**src/rtl/axi4_lite_mst_arbiter_if.sv**
```systemverilog
// AXI4-Lite master-side channel bundle for axi4_lite_mst_arbiter.
// The master modport is the arbiter side and the slave modport is the register-slave side.
interface axi4_lite_mst_arbiter_if #(
  parameter int ADDR_W = 4,
  parameter int DATA_W = 32
);
  logic [ADDR_W-1:0]     m_awaddr;
  logic [2:0]            m_awprot;
  logic                  m_awvalid;
  logic                  m_awready;
  logic [DATA_W-1:0]     m_wdata;
  logic [DATA_W/8-1:0]   m_wstrb;
  logic                  m_wvalid;
  logic                  m_wready;
  logic [1:0]            m_bresp;
  logic                  m_bvalid;
  logic                  m_bready;
  logic [ADDR_W-1:0]     m_araddr;
  logic [2:0]            m_arprot;
  logic                  m_arvalid;
  logic                  m_arready;
  logic [DATA_W-1:0]     m_rdata;
  logic [1:0]            m_rresp;
  logic                  m_rvalid;
  logic                  m_rready;

  modport master (
    output m_awaddr, m_awprot, m_awvalid, input m_awready,
    output m_wdata, m_wstrb, m_wvalid, input m_wready,
    input  m_bresp, m_bvalid, output m_bready,
    output m_araddr, m_arprot, m_arvalid, input m_arready,
    input  m_rdata, m_rresp, m_rvalid, output m_rready
  );

  modport slave (
    input  m_awaddr, m_awprot, m_awvalid, output m_awready,
    input  m_wdata, m_wstrb, m_wvalid, output m_wready,
    output m_bresp, m_bvalid, input m_bready,
    input  m_araddr, m_arprot, m_arvalid, output m_arready,
    output m_rdata, m_rresp, m_rvalid, input m_rready
  );
endinterface

```
**src/rtl/axi4_lite_mst_arbiter.sv**
```systemverilog
// Round-robin arbiter sharing one AXI4-Lite master port between NUM_REQ requesters, one transaction in flight.
// Define AXI4_LITE_MST_ARB_FIXED_PRIO_EN for fixed priority (lowest index wins) instead of round-robin.
module axi4_lite_mst_arbiter #(
  parameter int NUM_REQ = 2,
  parameter int ADDR_W  = 4,
  parameter int DATA_W  = 32
) (
  input  logic                          i_clk,
  input  logic                          i_sync_rst_n,
  input  logic [NUM_REQ-1:0]            i_req_valid,
  output logic [NUM_REQ-1:0]            o_req_ready,
  input  logic [NUM_REQ-1:0]            i_req_we,
  input  logic [NUM_REQ*ADDR_W-1:0]     i_req_addr,
  input  logic [NUM_REQ*DATA_W-1:0]     i_req_wdata,
  input  logic [NUM_REQ*(DATA_W/8)-1:0] i_req_wstrb,
  output logic [NUM_REQ-1:0]            o_rsp_valid,
  output logic [DATA_W-1:0]             o_rsp_rdata,
  output logic [1:0]                    o_rsp_resp,
  axi4_lite_mst_arbiter_if.master       m_axi
);
  localparam int PTR_W  = (NUM_REQ > 1) ? $clog2(NUM_REQ) : 1;
  localparam int STRB_W = DATA_W / 8;

  typedef enum logic [2:0] {
    IDLE    = 3'd0,
    WR_REQ  = 3'd1,
    WR_RESP = 3'd2,
    RD_REQ  = 3'd3,
    RD_RESP = 3'd4,
    RSP     = 3'd5
  } state_e;

  state_e              state_q, state_d;
  logic [PTR_W-1:0]    ptr_s;
  logic [PTR_W-1:0]    grant_q;
  logic [ADDR_W-1:0]   addr_q;
  logic [DATA_W-1:0]   wdata_q;
  logic [STRB_W-1:0]   wstrb_q;
  logic [DATA_W-1:0]   rdata_q;
  logic [1:0]          resp_q;
  logic                aw_done_q, w_done_q;

  logic                win_found_s;
  logic [PTR_W-1:0]    win_idx_s, cand_s;
  logic [NUM_REQ-1:0]  win_onehot_s, grant_onehot_s;
  logic                sel_we_s;
  logic [ADDR_W-1:0]   sel_addr_s;
  logic [DATA_W-1:0]   sel_wdata_s;
  logic [STRB_W-1:0]   sel_wstrb_s;
  logic                aw_ok_s, w_ok_s;
  logic                aw_valid_s, w_valid_s, b_ready_s, ar_valid_s, r_ready_s;

`ifdef AXI4_LITE_MST_ARB_FIXED_PRIO_EN
  assign ptr_s = '0;
`else
  logic [PTR_W-1:0] ptr_q;

  // Round-robin pointer advances past the requester that just got its response.
  always_ff @(posedge i_clk) begin
    if (!i_sync_rst_n) begin
      ptr_q <= '0;
    end else if (state_q == RSP) begin
      ptr_q <= (grant_q == PTR_W'(NUM_REQ - 1)) ? '0 : grant_q + 1'b1;
    end else begin
      ptr_q <= ptr_q;
    end
  end

  assign ptr_s = ptr_q;
`endif

  // First valid requester at or after the pointer, wrapping around.
  always_comb begin
    win_found_s = 1'b0;
    win_idx_s   = '0;
    cand_s      = '0;
    for (int i = 0; i < NUM_REQ; i++) begin
      cand_s      = PTR_W'((int'(ptr_s) + i) % NUM_REQ);
      win_idx_s   = (!win_found_s && i_req_valid[cand_s]) ? cand_s : win_idx_s;
      win_found_s = win_found_s | i_req_valid[cand_s];
    end
  end

  // Select the winning requester's command fields.
  always_comb begin
    sel_we_s    = 1'b0;
    sel_addr_s  = '0;
    sel_wdata_s = '0;
    sel_wstrb_s = '0;
    for (int k = 0; k < NUM_REQ; k++) begin
      sel_we_s    = sel_we_s    | ((win_idx_s == PTR_W'(k)) & i_req_we[k]);
      sel_addr_s  = sel_addr_s  | ((win_idx_s == PTR_W'(k)) ? i_req_addr[k*ADDR_W +: ADDR_W] : '0);
      sel_wdata_s = sel_wdata_s | ((win_idx_s == PTR_W'(k)) ? i_req_wdata[k*DATA_W +: DATA_W] : '0);
      sel_wstrb_s = sel_wstrb_s | ((win_idx_s == PTR_W'(k)) ? i_req_wstrb[k*STRB_W +: STRB_W] : '0);
    end
  end

  assign win_onehot_s   = NUM_REQ'(1) << win_idx_s;
  assign grant_onehot_s = NUM_REQ'(1) << grant_q;
  assign aw_ok_s        = aw_done_q | m_axi.m_awready;
  assign w_ok_s         = w_done_q  | m_axi.m_wready;

  // FSM state register.
  always_ff @(posedge i_clk) begin
    if (!i_sync_rst_n) begin
      state_q <= IDLE;
    end else begin
      state_q <= state_d;
    end
  end

  // FSM next-state logic.
  always_comb begin
    state_d = state_q;
    case (state_q)
      IDLE:    state_d = win_found_s ? (sel_we_s ? WR_REQ : RD_REQ) : IDLE;
      WR_REQ:  state_d = (aw_ok_s && w_ok_s) ? WR_RESP : WR_REQ;
      WR_RESP: state_d = m_axi.m_bvalid ? RSP : WR_RESP;
      RD_REQ:  state_d = m_axi.m_arready ? RD_RESP : RD_REQ;
      RD_RESP: state_d = m_axi.m_rvalid ? RSP : RD_RESP;
      RSP:     state_d = IDLE;
      default: state_d = IDLE;
    endcase
  end

  // FSM output decode; AW and W valids drop independently once each handshake is recorded.
  always_comb begin
    o_req_ready = '0;
    o_rsp_valid = '0;
    aw_valid_s  = 1'b0;
    w_valid_s   = 1'b0;
    b_ready_s   = 1'b0;
    ar_valid_s  = 1'b0;
    r_ready_s   = 1'b0;
    case (state_q)
      IDLE:    o_req_ready = win_found_s ? win_onehot_s : '0;
      WR_REQ: begin
        aw_valid_s = ~aw_done_q;
        w_valid_s  = ~w_done_q;
      end
      WR_RESP: b_ready_s   = 1'b1;
      RD_REQ:  ar_valid_s  = 1'b1;
      RD_RESP: r_ready_s   = 1'b1;
      RSP:     o_rsp_valid = grant_onehot_s;
      default: o_rsp_valid = '0;
    endcase
  end

  // Command capture, handshake tracking and response capture.
  always_ff @(posedge i_clk) begin
    if (!i_sync_rst_n) begin
      grant_q   <= '0;
      addr_q    <= '0;
      wdata_q   <= '0;
      wstrb_q   <= '0;
      rdata_q   <= '0;
      resp_q    <= 2'b00;
      aw_done_q <= 1'b0;
      w_done_q  <= 1'b0;
    end else begin
      case (state_q)
        IDLE: begin
          aw_done_q <= 1'b0;
          w_done_q  <= 1'b0;
          if (win_found_s) begin
            grant_q <= win_idx_s;
            addr_q  <= sel_addr_s;
            wdata_q <= sel_wdata_s;
            wstrb_q <= sel_wstrb_s;
          end
        end
        WR_REQ: begin
          aw_done_q <= aw_ok_s;
          w_done_q  <= w_ok_s;
        end
        WR_RESP: begin
          if (m_axi.m_bvalid) begin
            resp_q  <= m_axi.m_bresp;
            rdata_q <= '0;
          end
        end
        RD_RESP: begin
          if (m_axi.m_rvalid) begin
            resp_q  <= m_axi.m_rresp;
            rdata_q <= m_axi.m_rdata;
          end
        end
        default: begin
        end
      endcase
    end
  end

  assign m_axi.m_awaddr  = addr_q;
  assign m_axi.m_awprot  = 3'b000;
  assign m_axi.m_awvalid = aw_valid_s;
  assign m_axi.m_wdata   = wdata_q;
  assign m_axi.m_wstrb   = wstrb_q;
  assign m_axi.m_wvalid  = w_valid_s;
  assign m_axi.m_bready  = b_ready_s;
  assign m_axi.m_araddr  = addr_q;
  assign m_axi.m_arprot  = 3'b000;
  assign m_axi.m_arvalid = ar_valid_s;
  assign m_axi.m_rready  = r_ready_s;
  assign o_rsp_rdata     = rdata_q;
  assign o_rsp_resp      = resp_q;
endmodule

```
**src/flat_wrapper.sv**
```systemverilog
// flat-port wrapper written by rule: the top's interface ports become plain ports
module axi4_lite_mst_arbiter_flat 
#(
  parameter int NUM_REQ = 2,
  parameter int ADDR_W  = 4,
  parameter int DATA_W  = 32
)
  (i_clk, i_sync_rst_n, i_req_valid, o_req_ready, i_req_we, i_req_addr, i_req_wdata, i_req_wstrb, o_rsp_valid, o_rsp_rdata, o_rsp_resp, m_axi_m_awaddr, m_axi_m_awprot, m_axi_m_awvalid, m_axi_m_awready, m_axi_m_wdata, m_axi_m_wstrb, m_axi_m_wvalid, m_axi_m_wready, m_axi_m_bresp, m_axi_m_bvalid, m_axi_m_bready, m_axi_m_araddr, m_axi_m_arprot, m_axi_m_arvalid, m_axi_m_arready, m_axi_m_rdata, m_axi_m_rresp, m_axi_m_rvalid, m_axi_m_rready);
  axi4_lite_mst_arbiter_if #(.ADDR_W(ADDR_W), .DATA_W(DATA_W)) m_axi_i ();
  input  logic i_clk;
  input  logic i_sync_rst_n;
  input  logic [NUM_REQ-1:0] i_req_valid;
  output logic [NUM_REQ-1:0] o_req_ready;
  input  logic [NUM_REQ-1:0] i_req_we;
  input  logic [NUM_REQ*ADDR_W-1:0] i_req_addr;
  input  logic [NUM_REQ*DATA_W-1:0] i_req_wdata;
  input  logic [NUM_REQ*(DATA_W/8)-1:0] i_req_wstrb;
  output logic [NUM_REQ-1:0] o_rsp_valid;
  output logic [DATA_W-1:0] o_rsp_rdata;
  output logic [1:0] o_rsp_resp;
  output wire logic [$bits(m_axi_i.m_awaddr)-1:0] m_axi_m_awaddr;
  output wire logic [$bits(m_axi_i.m_awprot)-1:0] m_axi_m_awprot;
  output wire logic [$bits(m_axi_i.m_awvalid)-1:0] m_axi_m_awvalid;
  input wire logic [$bits(m_axi_i.m_awready)-1:0] m_axi_m_awready;
  output wire logic [$bits(m_axi_i.m_wdata)-1:0] m_axi_m_wdata;
  output wire logic [$bits(m_axi_i.m_wstrb)-1:0] m_axi_m_wstrb;
  output wire logic [$bits(m_axi_i.m_wvalid)-1:0] m_axi_m_wvalid;
  input wire logic [$bits(m_axi_i.m_wready)-1:0] m_axi_m_wready;
  input wire logic [$bits(m_axi_i.m_bresp)-1:0] m_axi_m_bresp;
  input wire logic [$bits(m_axi_i.m_bvalid)-1:0] m_axi_m_bvalid;
  output wire logic [$bits(m_axi_i.m_bready)-1:0] m_axi_m_bready;
  output wire logic [$bits(m_axi_i.m_araddr)-1:0] m_axi_m_araddr;
  output wire logic [$bits(m_axi_i.m_arprot)-1:0] m_axi_m_arprot;
  output wire logic [$bits(m_axi_i.m_arvalid)-1:0] m_axi_m_arvalid;
  input wire logic [$bits(m_axi_i.m_arready)-1:0] m_axi_m_arready;
  input wire logic [$bits(m_axi_i.m_rdata)-1:0] m_axi_m_rdata;
  input wire logic [$bits(m_axi_i.m_rresp)-1:0] m_axi_m_rresp;
  input wire logic [$bits(m_axi_i.m_rvalid)-1:0] m_axi_m_rvalid;
  output wire logic [$bits(m_axi_i.m_rready)-1:0] m_axi_m_rready;
  assign m_axi_m_awaddr = m_axi_i.m_awaddr;
  assign m_axi_m_awprot = m_axi_i.m_awprot;
  assign m_axi_m_awvalid = m_axi_i.m_awvalid;
  assign m_axi_i.m_awready = m_axi_m_awready;
  assign m_axi_m_wdata = m_axi_i.m_wdata;
  assign m_axi_m_wstrb = m_axi_i.m_wstrb;
  assign m_axi_m_wvalid = m_axi_i.m_wvalid;
  assign m_axi_i.m_wready = m_axi_m_wready;
  assign m_axi_i.m_bresp = m_axi_m_bresp;
  assign m_axi_i.m_bvalid = m_axi_m_bvalid;
  assign m_axi_m_bready = m_axi_i.m_bready;
  assign m_axi_m_araddr = m_axi_i.m_araddr;
  assign m_axi_m_arprot = m_axi_i.m_arprot;
  assign m_axi_m_arvalid = m_axi_i.m_arvalid;
  assign m_axi_i.m_arready = m_axi_m_arready;
  assign m_axi_i.m_rdata = m_axi_m_rdata;
  assign m_axi_i.m_rresp = m_axi_m_rresp;
  assign m_axi_i.m_rvalid = m_axi_m_rvalid;
  assign m_axi_m_rready = m_axi_i.m_rready;
  axi4_lite_mst_arbiter #(.NUM_REQ(NUM_REQ), .ADDR_W(ADDR_W), .DATA_W(DATA_W)) u_core (.i_clk(i_clk), .i_sync_rst_n(i_sync_rst_n), .i_req_valid(i_req_valid), .o_req_ready(o_req_ready), .i_req_we(i_req_we), .i_req_addr(i_req_addr), .i_req_wdata(i_req_wdata), .i_req_wstrb(i_req_wstrb), .o_rsp_valid(o_rsp_valid), .o_rsp_rdata(o_rsp_rdata), .o_rsp_resp(o_rsp_resp), .m_axi(m_axi_i));
endmodule
```
**config.mk**
```make
export PLATFORM = sky130hd
export DESIGN_NAME = axi4_lite_mst_arbiter_flat
export DESIGN_NICKNAME = d
export VERILOG_FILES = /design/src/rtl/axi4_lite_mst_arbiter_if.sv /design/src/rtl/axi4_lite_mst_arbiter.sv /design/src/flat_wrapper.sv
export SDC_FILE = /design/constraint.sdc
export NUM_CORES = 1
export LEC_CHECK = 0
export BUFFER_PORTS_ARGS = -buffer_cell sky130_fd_sc_hd__buf_2
export CAP_MARGIN = 20
export CORE_MARGIN = 5
export CORE_UTILIZATION = 45
export DETAILED_ROUTE_END_ITERATION = 10
export PLACE_DENSITY = 0.82
export RECOVER_POWER = 25
export SYNTH_ARGS = -nofsm -noshare
export SYNTH_HDL_FRONTEND = slang
export SYNTH_SLANG_ARGS = --single-unit
```
**constraint.sdc**
```tcl
create_clock -name i_clk -period 2.7 [get_ports i_clk]
set_input_delay 0.54 -clock i_clk [delete_from_list [all_inputs] [get_ports i_clk]]
set_output_delay 0.54 -clock i_clk [all_outputs]
set_load 0.01 [all_outputs]
```
==> out/qor.csv, run 1 <==
stage,metric,value,unit
synth,Post-Syn Instances,436,
clock_network,CTS resizes,0,
timing,Final Setup Violations,0,
placement,detailed placement HPWL,8380,um
synth,area of the mapped netlist,0.00385,mm2
drt,antenna-violating nets left,0,
timing,RSZ-0062 raised after global routing,no,
timing,Final Slew Violations,0,
floorplanning,Starting Density,0.464,
floorplanning,IO Pins,220,
worst_setup_path,Critical Path AT,1.68,ns
floorplanning,core area,0.00830,mm2
drt,DR WL/cell,15.6,um
drt,router iterations before antenna repair,4,
clock_network,total CTS buffers,9,
worst_setup_path,R2R Setup Slk,0.86,ns
timing,worst slew pin tran,0.599,ns
global_route,GR Util All Layers,0.206,
synth,post-synth cell types,44,
synth,largest cells by area after synthesis,"dfxtp_1 (42%), a21oi_1 (10%), nand2_1 (7.3%)",
power,sequential power share,0.437,
run,Max Cap Viol,0,
floorplanning,die width,103,um
clock_network,Root Buffer,clkbuf_8,
worst_setup_path,kind of critical path,register to output pin,
power,share of total power in the clock network,0.224,
worst_setup_path,CP top delay family,simple AND/OR/NAND/NOR gates,
synth,top cell type's share of synthesized area,0.421,
worst_setup_path,worst-path fanout max,21,
timing,final hold viol count,0,
timing,fin worst setup slack,0.480,ns
power,sw power,1.30,mW
synth,Yosys reg bits,81,
drt,Avg Vias per Cell,5.26,
drt,vias,3860,
synth,"count leader, synth",dfxtp_1,
final_layout,area grow syn2layout,26.5,%
synth,Post-synth EDFFs,0,
worst_setup_path,crit path max-delay cell type,dfxtp_1,
timing,Final TNS setup,0,ns
clock_network,"Reg clk slew, reported paths",0.08,ns
global_route,"Remaining Overflow, GRT",0,
power,Power Dens Cells,720,mW/mm2
synth,ys async rst share,0,
hold_path,worst min-delay path class,input port to register,
floorplanning,DIE AREA,0.0105,mm2
power,Combinational Power Share,0.340,
global_route,largest net degree at the start of global routing,42,
timing,crit path time final,2.22,ns
global_route,vias in the first global route,3817,
placement,Port-buffer cells,213,
synth,Main synth FF type,dfxtp_1,
worst_setup_path,Critical Path End Type,output pin,
floorplanning,Row Count,33,
drt,DRT iter0 DRCs,117,
timing,period utilization,0.822,
floorplanning,die height,103,um
worst_setup_path,crit path cell chain,and2b_4 -> and2_4 -> buf_2,
clock_network,CTS HTree Levels,3,
synth,warnings from Yosys,0,
worst_setup_path,Buf/Inv on CP,1,
drt,DRC errors left,0,
clock_network,# clock sinks,81,
placement,Placement Setup Slack,0.772,ns
clock_network,clock network latency to the later pin of the worst-skew pair,0.34,ns
final_layout,share of layout cells above drive strength 1,0.420,
power,VDD IR-drop max,0.391,mV
global_route,initial antenna violation count,0,
final_layout,ant diodes,0,
power,Tot Pwr,3.51,mW
global_route,global-route wire length before repair,17500,um
timing,Max transition margin,0.601,
final_layout,Final nets,753,
power,P_leak,2.10,nW
synth,syn avg cell area,8.84,um2
clock_network,hold_buf cts,0,
synth,post-synth top area cell,dfxtp_1,
worst_setup_path,worst endpoint required time,2.16,ns
outcome,status,"complete, no violations",
power,Int Pwr,2.21,mW
clock_network,setup repair bufs after CTS,0,
clock_network,CTS tree,built,
final_layout,Fillers,754,
power,Sw Ratio,0.369,
placement,GPL Wtd Cong,0.850,
synth,Post-synth top cells,"dfxtp_1 (81), a21oi_1 (80), nand2_1 (75)",
worst_setup_path,Startpoint Class,register,
synth,sequential fraction of the synthesis area,0.421,
drt,final WL,11500,um
timing,Worst Skew,0.0124,ns
worst_setup_path,largest stage delay on the critical path,0.43,ns
clock_network,clock buffer depth,2,
timing,fmax,450,MHz
## worst paths after layout
path	start	endpoint	cells past startpoint
hold reg to reg	u_core.o_rsp_rdata[1]$_SDFFE_PN0P_	u_core.o_rsp_rdata[1]$_SDFFE_PN0P_	2
hold / removal	i_req_addr[0]	u_core.m_axi.m_araddr[0]$_SDFFE_PN0N_	3
setup / recovery	u_core.state_q[1]$_SDFF_PN0_	m_axi_m_rready	3
setup reg to reg	u_core.state_q[1]$_SDFF_PN0_	u_core.o_rsp_rdata[22]$_SDFFE_PN0P_	5
## sequential cells by signal, indices dropped and copies added (netlist names), 2 cells and up
| register | flops |
|---|---|
| u_core.m_axi.m_wstrb | 4 |
| u_core.m_axi.m_araddr | 4 |
| u_core.o_rsp_resp | 2 |
| u_core.m_axi.m_wdata | 32 |
| u_core.state_q | 3 |
| u_core.o_rsp_rdata | 32 |
## power by group through the flow
stage                     clock, mW  combinational, mW  sequential [mW]
after floorplan                   0              0.827             1.60
after global placement            0               1.20             1.54
after detailed placement          0               1.22             1.55
after CTS                     0.812               1.22             1.53
after global routing          0.861               1.31             1.56
final                         0.785               1.19             1.53
## stage by stage
step | utilization | hold slack (ns) | instance area, um2 | cells
floorplan | - | 0.460 | 3870 | 441
global placement | 0.573 | 0.437 | 4750 | 720
detailed placement | 0.573 | 0.443 | 4750 | 720
CTS | 0.593 | 0.380 | 4920 | 734
global route | 0.587 | 0.400 | 4870 | 734
finish | 0.587 | 0.405 | 4870 | 734
## cell families (layout without fill, tap and decap cells)
logic type             Yosys count  in the layout  synth area share
AOI/OAI and AO/OA              167            167             0.267
and+or+nand+nor                133            133             0.195
DFF                             81             81             0.421
buffers and inverters           50            238             0.106
muxes                            4              4            0.0107
other                            1              6          0.000973
## layout by cell type, fill, tap and decap left out, types with 2 or more instances in the layout
cell type    n
nand3_1      4
a21oi_1     80
nor2_1       9
inv_1        3
nand2_1     75
a22oi_1      2
clkinv_2     2
clkbuf_1    40
nand2b_1     3
nor3_1       2
conb_1       6
dfxtp_1     81
clkbuf_8    11
buf_2      173
nand4_1      3
o21ai_1     30
mux2i_1      3
o21ai_2      2
buf_4        6
o21ai_0     10
a32oi_1      3
nand3_2     28
a21oi_2     30
## cell type report
class,instances,area (um2),area share
Inverter,4,15.0,0.00308
Clock buffer,11,151,0.0311
Clock inverter,3,17.5,0.00360
Tap cell,105,131,0.0270
Sequential cell,81,1620,0.333
Multi-Input combinational cell,310,1850,0.381
Timing Repair Buffer,220,1080,0.222
## worst min-delay path, stage by stage
cell and delay [ns]:
buf_2 0.08, a32oi_1 0.05, nand2_1 0.05
## routing by layer
metal | global-route usage | wire length (um)
met5 | 0 | 0
met4 | 0.0706 | 197
met3 | 0.0683 | 1360
met2 | 0.355 | 5590
met1 | 0.239 | 4320
(Power assumes the default switching activity.)
==> run 2, diff against run 1 <==
--- a/config.mk
+++ b/config.mk
@@ -8,9 +8,9 @@
 export BUFFER_PORTS_ARGS = -buffer_cell sky130_fd_sc_hd__buf_2
 export CAP_MARGIN = 20
 export CORE_MARGIN = 5
-export CORE_UTILIZATION = 45
+export CORE_UTILIZATION = 44
 export DETAILED_ROUTE_END_ITERATION = 10
-export PLACE_DENSITY = 0.82
+export PLACE_DENSITY = 0.8
 export RECOVER_POWER = 25
 export SYNTH_ARGS = -nofsm -noshare
 export SYNTH_HDL_FRONTEND = slang
==> constraint.sdc (replaced) <==
create_clock -name i_clk -period 2.2 [get_ports i_clk]
set_input_delay 0.44 -clock i_clk [delete_from_list [all_inputs] [get_ports i_clk]]
set_output_delay 0.44 -clock i_clk [all_outputs]
set_load 0.01 [all_outputs]
==> run 2 against run 1 <==
Combinational power is 26% higher. Clock skew is 0.0020 ns higher. Sequential power is 22% higher. Register-to-register slack worse by 0.40 ns. Global-route usage is 0.083 points lower. Sequential share of layout area is 0.52 points lower. Hold slack worse by 0.10 ns. Cell count is 1.2% higher. Non-clock buffer count is 4 higher. Clock-buffer cell count is 1 lower. Largest power group unchanged.
==> out/qor.csv, run 2 (synthesis gave the netlist of run 1 again) <==
stage,metric,value,unit
timing,Final Slew Violations,0,
drt,final WL,11700,um
drt,DRT iter0 DRCs,168,
clock_network,Root Buffer,clkbuf_8,
worst_setup_path,Startpoint Class,register,
drt,vias,3913,
final_layout,Final nets,758,
drt,antenna-violating nets left,0,
final_layout,"most common cell after layout, fill and taps aside",buf_2,
power,Power Dens Cells,894,mW/mm2
global_route,initial antenna violation count,1,
worst_setup_path,R2R Setup Slk,0.46,ns
outcome,status,"complete, no violations",
clock_network,CTS HTree Levels,3,
global_route,largest net degree at the start of global routing,44,
floorplanning,Starting Density,0.446,
clock_network,clock network latency to the later pin of the worst-skew pair,0.34,ns
floorplanning,DIE AREA,0.0107,mm2
worst_setup_path,largest stage delay on the critical path,0.43,ns
clock_network,hold_buf cts,0,
worst_setup_path,worst endpoint required time,1.76,ns
worst_setup_path,crit path cell chain,nor3_4 -> buf_4 -> and2_1 -> buf_2,
final_layout,ant diodes,0,
floorplanning,IO Pins,220,
timing,Final Setup Violations,0,
placement,detailed placement HPWL,8510,um
power,P_leak,2.13,nW
floorplanning,core area,0.00864,mm2
worst_setup_path,worst setup path start,u_core.state_q[1]$_SDFF_PN0_,
floorplanning,die width,104,um
final_layout,area grow syn2layout,28.5,%
timing,final hold viol count,0,
clock_network,"Reg clk slew, reported paths",0.09,ns
placement,Port-buffer cells,213,
timing,period utilization,0.939,
worst_setup_path,worst-path fanout max,11,
global_route,GR Util All Layers,0.205,
worst_setup_path,Critical Path AT,1.63,ns
drt,Avg Vias per Cell,5.27,
worst_setup_path,crit path max-delay cell type,dfxtp_1,
timing,fmax,484,MHz
timing,Final TNS setup,0,ns
global_route,"Remaining Overflow, GRT",0,
placement,GPL Wtd Cong,0.878,
clock_network,setup repair bufs after CTS,0,
global_route,global-route wire length before repair,18800,um
run,Max Cap Viol,0,
worst_setup_path,Critical Path End Type,output pin,
floorplanning,Row Count,34,
final_layout,share of layout cells above drive strength 1,0.424,
clock_network,total CTS buffers,9,
drt,DR WL/cell,15.7,um
floorplanning,die height,104,um
power,VDD IR-drop max,0.453,mV
global_route,vias in the first global route,3938,
clock_network,clock buffer depth,2,
placement,Placement Setup Slack,0.387,ns
clock_network,CTS tree,built,
clock_network,# clock sinks,81,
timing,Worst Skew,0.0143,ns
drt,router iterations before antenna repair,4,
timing,crit path time final,2.07,ns
timing,RSZ-0062 raised after global routing,no,
final_layout,"commonest cells after routing, fill and taps aside","buf_2 (173), dfxtp_1 (81), a21oi_1 (80)",
worst_setup_path,R2R Path Start,u_core.state_q[1]$_SDFF_PN0_,
worst_setup_path,kind of critical path,register to output pin,
hold_path,Hold Startpoint,i_req_addr[3],
hold_path,worst min-delay path class,input port to register,
timing,fin worst setup slack,0.134,ns
drt,DRC errors left,0,
[run 2: worst max-delay path: cells and delay by family (launching register included)]
| family | cells | cell delay (ns) |
|---|---|---|
| flops | 1 | 0.43 |
| buf+inv | 2 | 0.34 |
| simple gates | 2 | 0.51 |
[run 2: metrics by stage]
step	instance area (um2)	hold WS [ns]	total power [mW]	cells	util
after floorplan	3870	0.460	2.98	441	-
after global routing	4950	0.306	4.70	743	0.573
after global placement	4810	0.443	3.38	727	0.557
after CTS	4990	0.284	4.50	742	0.578
after detailed placement	4810	0.443	3.43	727	0.557
final	4950	0.302	4.42	743	0.573
[run 2: timing repair]
action | 4_1_cts | 5_1_grt
resized for setup | 0 | 0
endpoints found under the setup margin | 0 | 1
endpoints found under the hold margin | 0 | 0
[run 2: power breakdown]
| part | switching [mW] | total (mW) | leakage (nW) | internal, mW |
|---|---|---|---|---|
| logic | 0.933 | 1.50 | 1.38 | 0.563 |
| registers | 0.164 | 1.87 | 0.663 | 1.71 |
| clock network | 0.538 | 1.06 | 0.0844 | 0.517 |
| total | 1.63 | 4.42 | 2.13 | 2.79 |
[run 2: final cells by class]
cell class / instances / area (um2)
Sequential cell: 81 / 1620
Tap cell: 108 / 135
Clock buffer: 10 / 128
Clock inverter: 5 / 57.6
Multi-Input combinational cell: 311 / 1870
Inverter: 4 / 15.0
Timing Repair Buffer: 224 / 1120
Fill cell: 814 / 3690
[run 2: final timing paths]
check	to	depth (start not counted)
setup / recovery	o_req_ready[1]	4
hold reg to reg	u_core.o_rsp_rdata[8]$_SDFFE_PN0P_	2
hold / removal	u_core.m_axi.m_araddr[3]$_SDFFE_PN0N_	3
setup reg to reg	u_core.o_rsp_rdata[20]$_SDFFE_PN0P_	5
[run 2: per-layer routing]
layer | track usage | vias to the layer above | routed length (um)
met3 | 0.0746 | 22 | 1170
met1 | 0.247 | 1807 | 4640
li1 | - | 1889 | -
met4 | 0.0703 | 2 | 232
met5 | 0 | - | 7
met2 | 0.336 | 193 | 5610
==> run 3, diff against run 2 <==
--- a/config.mk
+++ b/config.mk
@@ -8,9 +8,8 @@
 export BUFFER_PORTS_ARGS = -buffer_cell sky130_fd_sc_hd__buf_2
 export CAP_MARGIN = 20
 export CORE_MARGIN = 5
-export CORE_UTILIZATION = 44
+export CORE_UTILIZATION = 25
 export DETAILED_ROUTE_END_ITERATION = 10
-export PLACE_DENSITY = 0.8
 export RECOVER_POWER = 25
 export SYNTH_ARGS = -nofsm -noshare
 export SYNTH_HDL_FRONTEND = slang
==> run 3 against run 2 <==
Power rose by 8.0%. Clock skew is 0.010 ns lower. Flip-flop and latch count unchanged. Die area grew 68%. Largest power group unchanged. Cell area up 4.1%. Clock power increased by 30%. Non-clock buffer count rose by 1. Sequential share of layout area decreased by 1.3 points.
==> out/qor.csv, run 3 (synthesis gave the netlist of run 1 again) <==
stage,metric,value,unit
drt,router iterations before antenna repair,4,
timing,Final Setup Violations,0,
worst_setup_path,kind of critical path,register to output pin,
timing,crit path time final,2.07,ns
hold_path,worst min-delay path class,input port to register,
drt,final WL,12600,um
floorplanning,DIE AREA,0.0180,mm2
worst_setup_path,Critical Path AT,1.63,ns
clock_network,total CTS buffers,9,
global_route,"Remaining Overflow, GRT",0,
worst_setup_path,R2R Setup Slk,0.42,ns
timing,Worst Skew,0.00422,ns
floorplanning,Starting Density,0.254,
final_layout,"commonest cells after routing, fill and taps aside","buf_2 (171), dfxtp_1 (81), a21oi_1 (80)",
global_route,global-route wire length before repair,19000,um
global_route,initial antenna violation count,0,
power,VDD IR-drop max,0.453,mV
clock_network,CTS resizes,0,
drt,vias,3777,
timing,RSZ-0062 raised after global routing,no,
placement,detailed placement HPWL,9390,um
final_layout,Fillers,1636,
clock_network,hold_buf cts,0,
timing,Final Slew Violations,0,
floorplanning,Row Count,45,
drt,DR WL/cell,15.3,um
clock_network,CTS tree,built,
clock_network,# clock sinks,81,
worst_setup_path,R2R Path End,u_core.m_axi.m_wdata[1]$_SDFFE_PN0N_,
final_layout,Final nets,758,
timing,Final TNS setup,0,ns
final_layout,ant diodes,0,
drt,DRT iter0 DRCs,154,
clock_network,setup repair bufs after CTS,0,
drt,antenna-violating nets left,0,
global_route,largest net degree at the start of global routing,38,
clock_network,"Reg clk slew, reported paths",0.06,ns
floorplanning,die height,134,um
power,P_leak,2.16,nW
hold_path,Hold Startpoint,i_req_addr[3],
floorplanning,die width,134,um
clock_network,clock buffer depth,2,
placement,Placement Setup Slack,0.413,ns
outcome,status,"complete, no violations",
clock_network,Root Buffer,clkbuf_16,
global_route,GR Util All Layers,0.134,
clock_network,CTS HTree Levels,3,
drt,DRC errors left,0,
run,Max Cap Viol,0,
final_layout,"most common cell after layout, fill and taps aside",buf_2,
worst_setup_path,worst-path fanout max,11,
placement,GPL Wtd Cong,0.704,
hold_path,Hold Path End,u_core.m_axi.m_araddr[3]$_SDFFE_PN0N_,
placement,Port-buffer cells,213,
final_layout,area of the multi-input gates,0.00186,mm2
worst_setup_path,Critical Path End Type,output pin,
floorplanning,core area,0.0151,mm2
worst_setup_path,R2R Path Start,u_core.state_q[1]$_SDFF_PN0_,
worst_setup_path,R2R depth,4,
timing,final hold viol count,0,
worst_setup_path,worst endpoint required time,1.76,ns
worst_setup_path,Startpoint Class,register,
drt,Avg Vias per Cell,4.58,
timing,period utilization,0.941,
floorplanning,IO Pins,220,
power,Power Dens Cells,928,mW/mm2
timing,fmax,483,MHz
final_layout,share of layout cells above drive strength 1,0.420,
timing,fin worst setup slack,0.129,ns
global_route,vias in the first global route,3657,
final_layout,area grow syn2layout,33.7,%
clock_network,clock network latency to the later pin of the worst-skew pair,0.34,ns
hold_path,hold path cells,3,
final_layout,FF/Latch Area,0.00162,mm2
run 3: critical path: stages, from the launching register on:
cell and delay, ns:
dfxtp_1 0.43, nor3_4 0.48, and3_1 0.25, buf_2 0.13
run 3: area by class of cell:
cell class / instances / area share
tap: 188 / 0.0457
sequential: 81 / 0.315
clock inverter: 5 / 0.00631
clock buffer: 11 / 0.0452
timing repair buffer: 225 / 0.224
inverter: 4 / 0.00291
multi-input combinational: 310 / 0.361
run 3: worst max path at each step:
stage	end	slack (ns)	from
final	o_req_ready[0]	0.13	u_core.state_q[1]$_SDFF_PN0_
after global routing	o_req_ready[0]	0.02	u_core.state_q[1]$_SDFF_PN0_
after detailed placement	u_core.m_axi.m_wdata[1]$_SDFFE_PN0N_	0.41	u_core.state_q[1]$_SDFF_PN0_
after floorplan	o_req_ready[1]	0.62	i_req_valid[1]
after global placement	u_core.m_axi.m_wdata[3]$_SDFFE_PN0N_	0.49	u_core.state_q[1]$_SDFF_PN0_
after CTS	o_req_ready[0]	0.13	u_core.state_q[1]$_SDFF_PN0_
run 3: report_power, final:
| group | internal (mW) | total [mW] | switching (mW) |
|---|---|---|---|
| registers | 1.71 | 1.88 | 0.172 |
| logic | 0.571 | 1.51 | 0.941 |
| clock network | 0.762 | 1.38 | 0.623 |
| total | 3.04 | 4.78 | 1.74 |
run 3: metal layers:
metal	vias to the layer above	part of all wire	GRT usage	wire length [um]
met5	-	0	0	0
met4	0	0.014	0.0356	174
met3	9	0.11	0.0600	1340
met2	170	0.44	0.211	5530
met1	1713	0.44	0.166	5530
li1	1885	-	-	-
run 3: per-stage QoR:
stage | utilization | instance area, um2 | cells | hold slack (ns) | power (mW)
after floorplan | - | 3870 | 441 | 0.460 | 2.98
after global placement | 0.326 | 4940 | 808 | 0.437 | 3.47
after detailed placement | 0.326 | 4940 | 808 | 0.442 | 3.47
after CTS | 0.344 | 5200 | 824 | 0.299 | 4.89
after global routing | 0.340 | 5150 | 824 | 0.321 | 5.08
final | 0.340 | 5150 | 824 | 0.318 | 4.78
